### src/rtl/store_buffer.sv
// store_buffer
// In-order buffer of SW stores sitting between execution and the data-memory
// write port. Stores enter speculatively. Each handshake on the commit channel
// marks the oldest uncommitted store as committed. Only committed stores drain
// to memory. A flush discards every uncommitted store. The buffer also gives
// combinational store-to-load forwarding from the youngest matching entry.
//
// Ports:
//   clk, reset              clock; synchronous active-high reset (clears all)
//   flush                   drop uncommitted entries, keep committed ones
//   st_valid/st_ready       enqueue handshake, st_addr/st_data payload
//   commit_valid/ready      commit handshake from the commit ring
//   mem_valid/mem_ready     drain handshake, mem_addr/mem_data = head entry
//   ld_addr -> ld_hit/ld_data  forwarding lookup over live entries
//   empty, count            occupancy (count = 0 .. 2**SB_WIDTH)
module store_buffer #(
  parameter int SB_WIDTH = 3,
  parameter int ADDR_W   = 20,
  parameter int DATA_W   = 32
) (
  input  logic                clk,
  input  logic                reset,
  input  logic                flush,
  input  logic                st_valid,
  output logic                st_ready,
  input  logic [ADDR_W-1:0]   st_addr,
  input  logic [DATA_W-1:0]   st_data,
  input  logic                commit_valid,
  output logic                commit_ready,
  output logic                mem_valid,
  input  logic                mem_ready,
  output logic [ADDR_W-1:0]   mem_addr,
  output logic [DATA_W-1:0]   mem_data,
  input  logic [ADDR_W-1:0]   ld_addr,
  output logic                ld_hit,
  output logic [DATA_W-1:0]   ld_data,
  output logic                empty,
  output logic [SB_WIDTH:0]   count
);

  localparam int DEPTH = 1 << SB_WIDTH;

  // Ring pointers carry one extra wrap bit so full and empty differ.
  // Entries in [head, cmt) are committed; entries in [cmt, tail) are speculative.
  logic [SB_WIDTH:0] head_reg, cmt_reg, tail_reg;
  logic [SB_WIDTH:0] cmt_next;

  logic [ADDR_W-1:0] addr_mem [DEPTH];
  logic [DATA_W-1:0] data_mem [DEPTH];

  logic full;
  logic st_fire, cmt_fire, mem_fire;

  assign count = tail_reg - head_reg;
  assign full  = (count == (SB_WIDTH+1)'(DEPTH));
  assign empty = (head_reg == tail_reg);

  // Use this cycle's full flag. A drain in the same cycle does not free a
  // slot for an enqueue until the next cycle.
  assign st_ready     = !full && !flush;
  assign commit_ready = (cmt_reg != tail_reg);
  assign mem_valid    = (head_reg != cmt_reg);

  assign st_fire  = st_valid && st_ready;
  assign cmt_fire = commit_valid && commit_ready;
  assign mem_fire = mem_valid && mem_ready;

  // The head entry changes only when head advances, so the payload stays
  // stable while the memory port stalls.
  assign mem_addr = addr_mem[head_reg[SB_WIDTH-1:0]];
  assign mem_data = data_mem[head_reg[SB_WIDTH-1:0]];

  assign cmt_next = cmt_reg + {{SB_WIDTH{1'b0}}, cmt_fire};

  always_ff @(posedge clk) begin
    if (reset) begin
      head_reg <= '0;
      cmt_reg  <= '0;
      tail_reg <= '0;
    end else begin
      if (mem_fire)
        head_reg <= head_reg + 1'b1;
      cmt_reg <= cmt_next;
      // A flush truncates the ring just past the last committed entry. That
      // includes an entry committed in this same cycle. Enqueue is already
      // blocked through st_ready.
      if (flush)
        tail_reg <= cmt_next;
      else if (st_fire)
        tail_reg <= tail_reg + 1'b1;
    end
  end

  // The payload arrays are not reset. The pointers alone define liveness.
  always_ff @(posedge clk) begin
    if (st_fire) begin
      addr_mem[tail_reg[SB_WIDTH-1:0]] <= st_addr;
      data_mem[tail_reg[SB_WIDTH-1:0]] <= st_data;
    end
  end

  // Forwarding: offset gi counts from head. An offset is live when it is
  // below count. The highest live matching offset is the youngest store.
  logic [DEPTH-1:0]    fwd_match;
  logic [SB_WIDTH-1:0] fwd_slot [DEPTH];

  for (genvar gi = 0; gi < DEPTH; gi++) begin : g_fwd
    assign fwd_slot[gi]  = head_reg[SB_WIDTH-1:0] + SB_WIDTH'(gi);
    assign fwd_match[gi] = (count > (SB_WIDTH+1)'(gi)) &&
                           (addr_mem[fwd_slot[gi]] == ld_addr);
  end

  assign ld_hit = |fwd_match;

  always_comb begin
    ld_data = '0;
    for (int i = 0; i < DEPTH; i++) begin
      if (fwd_match[i])
        ld_data = data_mem[fwd_slot[i]];
    end
  end

endmodule

### config.mk
export PLATFORM = sky130hd
export DESIGN_NAME = store_buffer
export DESIGN_NICKNAME = d
export VERILOG_FILES = /design/src/rtl/store_buffer.sv
export SDC_FILE = /design/constraint.sdc
export NUM_CORES = 1
export LEC_CHECK = 0
export CORE_MARGIN = 1.5
export CORE_UTILIZATION = 40
export DETAILED_ROUTE_END_ITERATION = 16
export PLACE_DENSITY = 0.6
export SYNTH_ARGS = -nofsm -noshare
export SYNTH_HDL_FRONTEND = slang
export SYNTH_SLANG_ARGS = --single-unit
### constraint.sdc
create_clock -name clk -period 7.05 [get_ports clk]
set_input_delay 0.705 -clock clk [delete_from_list [all_inputs] [get_ports clk]]
set_output_delay 0.705 -clock clk [all_outputs]
set_load 0.05 [all_outputs]
---- Word level (Yosys, flattened, before mapping) ----
Memory sizes are Yosys's and may differ from the RTL's. A register that Yosys moved wholly into a read port is not among the register bits.
Index checks and enable logic that the tools add are counted.
Widths: inputs -> output; s select.
word-level totals
  logic and storage cells ................. 68
  output and inout port bits .............. 93
  flip-flop bits (word level) ............. 12
  RAM bits ................................ 416
  memories ................................ 2
memories
  name      words  width  read ports  clocked after Yosys merged registers in  wr ports  line  RTL
  data_mem  8      32     8           1                                        1         49    logic [DATA_W-1:0] data_mem [DEPTH];
  addr_mem  8      20     8           1                                        1         48    logic [ADDR_W-1:0] addr_mem [DEPTH];
cells by class
  order comparisons ....................... 8
  reductions and logical operators ........ 16
  multiplexer cells ....................... 16
  add/subtract/negate cells ............... 11
  equality and inequality tests ........... 12
operators with widths
  cell                 number
  $mux 32              8
  $eq 20x20->1         8
  $gt 4x3->1 const B   4
  $add 3x3->3 const B  4
  $logic_and 1x1->1    12
  $mux 3               4
  $add 4x1->4 const B  2
  $gt 4x1->1 const B   2
  $gt 4x2->1 const B   2
  $mux 4               2
  $ne 4x4->1           2
  $reduce_or 8->1      1
  $add 3x2->3 const B  2
  $add 4x1->4          1
  $eq 4x4->1           1
  $eq 4x4->1 const B   1
  $sub 4x4->4          1
  $add 3x1->3 const B  1
  $logic_not 1->1      2
  $mux 1               2
  $reduce_bool 2->1    1

---- Longest topological paths before layout ----
  word-level depth ........................ 11
  mapped depth ............................ 23

---- Least setup slack after synthesis ----
Ideal clock, no wire load.
  path kind ............................... reg2reg
  start ................................... register head_reg[2]
  end ..................................... memory addr_mem[0][0], enable pin
  arrival ................................. 8070 ps
  library setup time ...................... 526 ps
  buffers on the path ..................... 5
  stages on the path, launching flop included .. 16
  clock period less this slack ............ 8595 ps
  setup slack ............................. -1545 ps
  cells stage by stage .................... dfxtp_1 -> buf_4 -> buf_2 -> buf_1 -> clkbuf_1 -> buf_1 -> inv_1 -> ha_1 -> a21oi_1 -> nand2_1 -> xor2_1 -> inv_1 -> a31oi_1 -> and2_1 -> nand2_1 -> nor3_1
between the ends
  longest elaborated chain between the ends .. 7
ends and longest elaborated chain
  what                          line  RTL
  from (decl)                   45    logic [SB_WIDTH:0] head_reg, cmt_reg, tail_reg;
  from (signal assigned)        82    head_reg <= head_reg + 1'b1;
  $sub 4x4->4                   54    assign count = tail_reg - head_reg;
  named net count[3]            38    output logic [SB_WIDTH:0] count
  $eq 4x4->1                    55    assign full = (count == (SB_WIDTH+1)'(DEPTH));
  $logic_not 1->1               60    assign st_ready = !full && !flush;
  $logic_and 1x1->1             60
  named net st_ready            25    output logic st_ready,
  $logic_and 1x1->1             64    assign st_fire = st_valid && st_ready;
  $mux 1                        96    if (st_fire) begin
  $mux 1 (not written as such)  97    addr_mem[tail_reg[SB_WIDTH-1:0]] <= st_addr;
  to (decl)                     48
The timed path passes the listed nets, and every way through them passes these cells.

---- Final worst setup path ----
  start ................................... register head_reg[1]
  end ..................................... output ld_data[22]
between the ends
  longest elaborated chain between the ends .. 11
  elaborated cells on any way between the ends .. 41
  classes of those cells .................. 8 x add/sub; 8 x order compare; 7 x eq/ne; 8 x mux; 8 x reduce/logical; 2 x memory
ends and longest elaborated chain
  what                                                      line      RTL
  $add 3x1->3 / $sub 4x4->4 (equally long branches)         108, 54
  $mem_v2 8x20 / $gt 4x1->1 (equally long branches)         n/a
  $eq 20x20->1 / $logic_and 1x1->1 (equally long branches)  110, 109
  $logic_and 1x1->1 / $mux 32 (equally long branches)       109, 118
  $mux 32 (6 in a row)                                      118       if (fwd_match[i])
  $mux 32 (*)                                               118
  to (decl)                                                 36        output logic [DATA_W-1:0] ld_data,
Every way passes the cells marked *; elsewhere a longest branch is shown, timed or not.

==> impl_results.md <==
* Status: complete, no violations
* Final number of max-transition violations at 0
* Most used flip-flop cell after synthesis: sky130_fd_sc_hd__edfxtp_1
* Element type at the critical path start: flip-flop
* Count of flip-flops with a built-in enable after synthesis at 416
* Initial core utilization at 40.3%
* Largest cells by area after synthesis: sky130_fd_sc_hd__edfxtp_1 (33%), sky130_fd_sc_hd__mux4_2 (33%), sky130_fd_sc_hd__mux2i_1 (6.3%)
* DP Wirelength at 84,200 µm
* Die H at 309 µm
* PwrDens at 291 nW/µm²
* Count of unresolved DRC violations after routing at 0
* Hold Violations, Final at 0
* Wire length of the first global-routing pass at 194,000 µm
* Sink count of the clock tree at 431
* Final net count at 2,850
* Latest clock arrival within the worst-skew pair at 0.65 ns
* Proportion of layout cells with a drive suffix above 1 at 32.0%
* Class of the worst hold path: flip-flop to flip-flop
* Clock Path Buffers at 3
* Number of placed I/O pins at 171
* Cell internal pwr at 7300 µW
* P_sw at 4880 µW
* Maximum number of pins on one net before global-route repair at 143
* Synthesized net count at 2,843
* Number of vias per cell after detailed routing at 6.99
* Fraction of synthesis flops using an asynchronous set or reset pin at 0%
* Layout Utilization at 44.9%
* WHS Path Cells at 2
* Number of max-cap violations at 0
* Part of the Yosys area used for sequential elements at 34.1%
* Area of the multi-input gates at 23,200 µm²
* Area leader, netlist: sky130_fd_sc_hd__edfxtp_1
* Standard-cell rows at 112
* Clock tree from TritonCTS: built
* Core area at 93,200 µm²
* Area of the mapped netlist at 37,600 µm²
* Initial antenna violation count at 12
* Leakage at 0.0127 µW
* P&R area growth vs syn at 11.4%
* Gr ovfl total at 0
* Max-slew headroom at 14.2%
* Routability-driven placement congestion ratio at 0.975
* Biggest fanout along the worst timing path at 48
* Number of unique standard cell types used by synthesis at 80
* Leading cell type by number of instances after synthesis: sky130_fd_sc_hd__mux4_2
* Via count of the first global-routing pass at 28.3k
* Largest register FFs at 256
* Number of levels in the clock H-tree at 2
* Combinational share of power at 53.4%
* Switching portion of total power at 40.1%
* VDD IR-drop max at 0.242 mV
* Detailed-route wire length per cell at 32.6 µm
* Flip-flop and latch area at 12,800 µm²
* Buffer type at the clock tree root: sky130_fd_sc_hd__clkbuf_16
* Chip Width at 309 µm
* 1st-iter DRT viols at 3,454
* # hold bufs at CTS at 0
* Count of filler cells inserted in the layout at 8,214
* Worst Path Required at 6.34 ns
* Post-synthesis sequential element count at 431
* Slew @ Worst Pin at 1.28 ns
* YS warnings at 0
* Hold slack at 0.610 ns
* Period minus WS final at 6.73 ns
* Sequential cell fraction of total power at 25.3%
* Area of the die at 95,700 µm²
* Depth of the most critical reg-to-reg path at 13
* Post-route fraction of the period consumed by the critical path at 95.4%
* Postcts setup bufs at 0
* Global Route Usage Sum at 27.5%
* Clock share of power at 21.3%
* Setup repair after global routing missed its margin: no
* CP Data Arrival Time at 6.02 ns
* Total routed wirelength at 132,000 µm
* Number of vias after detailed routing at 28.4k
* Number of buffers inserted during clock tree synthesis at 48
* First drt pass iteration count at 8
* Proportion of netlist area held by the largest area contributor at 33.3%
* Class of the most critical setup path: flip-flop to output port
* # setup viols final at 0
* Most instantiated cells after synthesis: sky130_fd_sc_hd__mux4_2 (542), sky130_fd_sc_hd__edfxtp_1 (416), sky130_fd_sc_hd__mux2i_1 (238)
* Number of gates given a new drive strength after cts at 0
* # port buffers at 170
* Endpoint type of the worst setup path: output port
* Clk slew on worst S/H paths at 0.06 ns
* Highest Clock Rate at 0.149 GHz
* Average instance area after synthesis at 13.6 µm²
* Worst Skew at 0.0402 ns
* Instance count of the mapped netlist at 2,755
* Number of nets still failing antenna checks after routing at 0
-- cell families (layout without fill, tap and decap cells) --
group	count (synthesis)	count (layout)	share of synthesized area, %
muxes	845	845	40.8
and+or+nand+nor	600	600	8.44
DFF	431	431	34.1
AOI/OAI and AO/OA	358	358	7.65
buffers and inverters	340	386	4.64
xor gates and xnor gates	171	171	4.03
adders and majority gates	10	10	0.353
other	0	8	0
-- final cells by class --
type | count | area share (%)
tap | 1254 | 3.75
inverter | 51 | 0.457
clock buffer | 51 | 2.95
clock inverter | 38 | 0.927
antenna | 8 | 0.0478
timing repair buffer | 246 | 5.74
multi-input combinational | 1984 | 55.5
sequential | 431 | 30.6
-- through the flow --
step / TNS, ns / std cells / power (µW) / worst slack [ns] / cell area [µm²]
floorplan: -38.24 / 2755 / 8040 / -0.151 / 37600
detailed placement: 0 / 3966 / 9570 / 0.991 / 40200
global route: 0 / 4059 / 12700 / 0.161 / 41800
finish: 0 / 4063 / 12200 / 0.322 / 41800
global placement: 0 / 3966 / 9500 / 0.941 / 40200
CTS: 0 / 4055 / 12200 / 0.337 / 41800
-- worst paths after layout --
check / from / endpoint / slack (ns)
min reg2reg: head_reg[3]$_SDFFE_PP0P_ / head_reg[3]$_SDFFE_PP0P_ / 0.61
min: head_reg[3]$_SDFFE_PP0P_ / head_reg[3]$_SDFFE_PP0P_ / 0.61
max: head_reg[1]$_SDFFE_PP0P_ / ld_data[22] / 0.32
max reg2reg: head_reg[2]$_SDFFE_PP0P_ / addr_mem[3][11]$_DFFE_PP_ / 2.34
-- metal layers --
| layer | up-vias | track usage [%] | wire length [µm] | share of wire (%) |
|---|---|---|---|---|
| met5 | - | 0 | 52 | 0.039 |
| met4 | 8 | 11.3 | 5570 | 4.2 |
| met3 | 360 | 6.12 | 14100 | 11 |
| met2 | 1835 | 44.2 | 62900 | 48 |
| met1 | 14700 | 36.0 | 49600 | 38 |
| li1 | 11500 | - | - | - |
-- worst max-delay path, stage by stage (launching register included) --
cell and delay [ns]:
sky130_fd_sc_hd__dfxtp_4 0.39, sky130_fd_sc_hd__buf_4 0.56, sky130_fd_sc_hd__ha_1 0.56, sky130_fd_sc_hd__xnor2_4 0.19, sky130_fd_sc_hd__buf_4 0.30, sky130_fd_sc_hd__mux4_2 0.34
sky130_fd_sc_hd__xor2_1 0.15, sky130_fd_sc_hd__a2111oi_0 0.46, sky130_fd_sc_hd__nand4_1 0.16, sky130_fd_sc_hd__nor4_2 0.60, sky130_fd_sc_hd__nor2b_4 0.81, sky130_fd_sc_hd__buf_12 0.26
sky130_fd_sc_hd__a221oi_1 0.10, sky130_fd_sc_hd__a32o_1 0.31, sky130_fd_sc_hd__buf_4 0.21
-- power by group through the flow --
stage	Sequential (µW)	Combinational (µW)	Clock, µW
after CTS	3080	6460	2630
after detailed placement	3140	6430	0
after floorplan	3040	5000	0
after global placement	3130	6370	0
after global routing	3100	6870	2710
final	3090	6500	2590
-- cell usage in the layout, fill, tap and decap left out, types with 8 or more instances in the layout --
cell / n
sky130_fd_sc_hd__a211oi_1: 67
sky130_fd_sc_hd__a21oi_1: 16
sky130_fd_sc_hd__a221oi_1: 42
sky130_fd_sc_hd__a22oi_1: 16
sky130_fd_sc_hd__a32o_1: 32
sky130_fd_sc_hd__and2_1: 12
sky130_fd_sc_hd__buf_12: 17
sky130_fd_sc_hd__buf_4: 92
sky130_fd_sc_hd__clkbuf_16: 49
sky130_fd_sc_hd__clkdlybuf4s50_1: 137
sky130_fd_sc_hd__clkinv_1: 10
sky130_fd_sc_hd__clkinv_2: 9
sky130_fd_sc_hd__dfxtp_1: 9
sky130_fd_sc_hd__diode_2: 8
sky130_fd_sc_hd__edfxtp_1: 416
sky130_fd_sc_hd__inv_1: 46
sky130_fd_sc_hd__mux2_2: 57
sky130_fd_sc_hd__mux2i_1: 238
sky130_fd_sc_hd__mux4_2: 542
sky130_fd_sc_hd__nand2_1: 231
sky130_fd_sc_hd__nand3_1: 28
sky130_fd_sc_hd__nand4_1: 21
sky130_fd_sc_hd__nor2_1: 88
sky130_fd_sc_hd__nor2b_1: 45
sky130_fd_sc_hd__nor3_1: 45
sky130_fd_sc_hd__nor4_1: 13
sky130_fd_sc_hd__nor4b_2: 31
sky130_fd_sc_hd__o211ai_1: 43
sky130_fd_sc_hd__o21ai_0: 18
sky130_fd_sc_hd__o221ai_1: 64
sky130_fd_sc_hd__o22ai_1: 8
sky130_fd_sc_hd__or2_2: 33
sky130_fd_sc_hd__xnor2_1: 126
sky130_fd_sc_hd__xor2_1: 41
No activity file was read; power rests on OpenSTA's default activity.
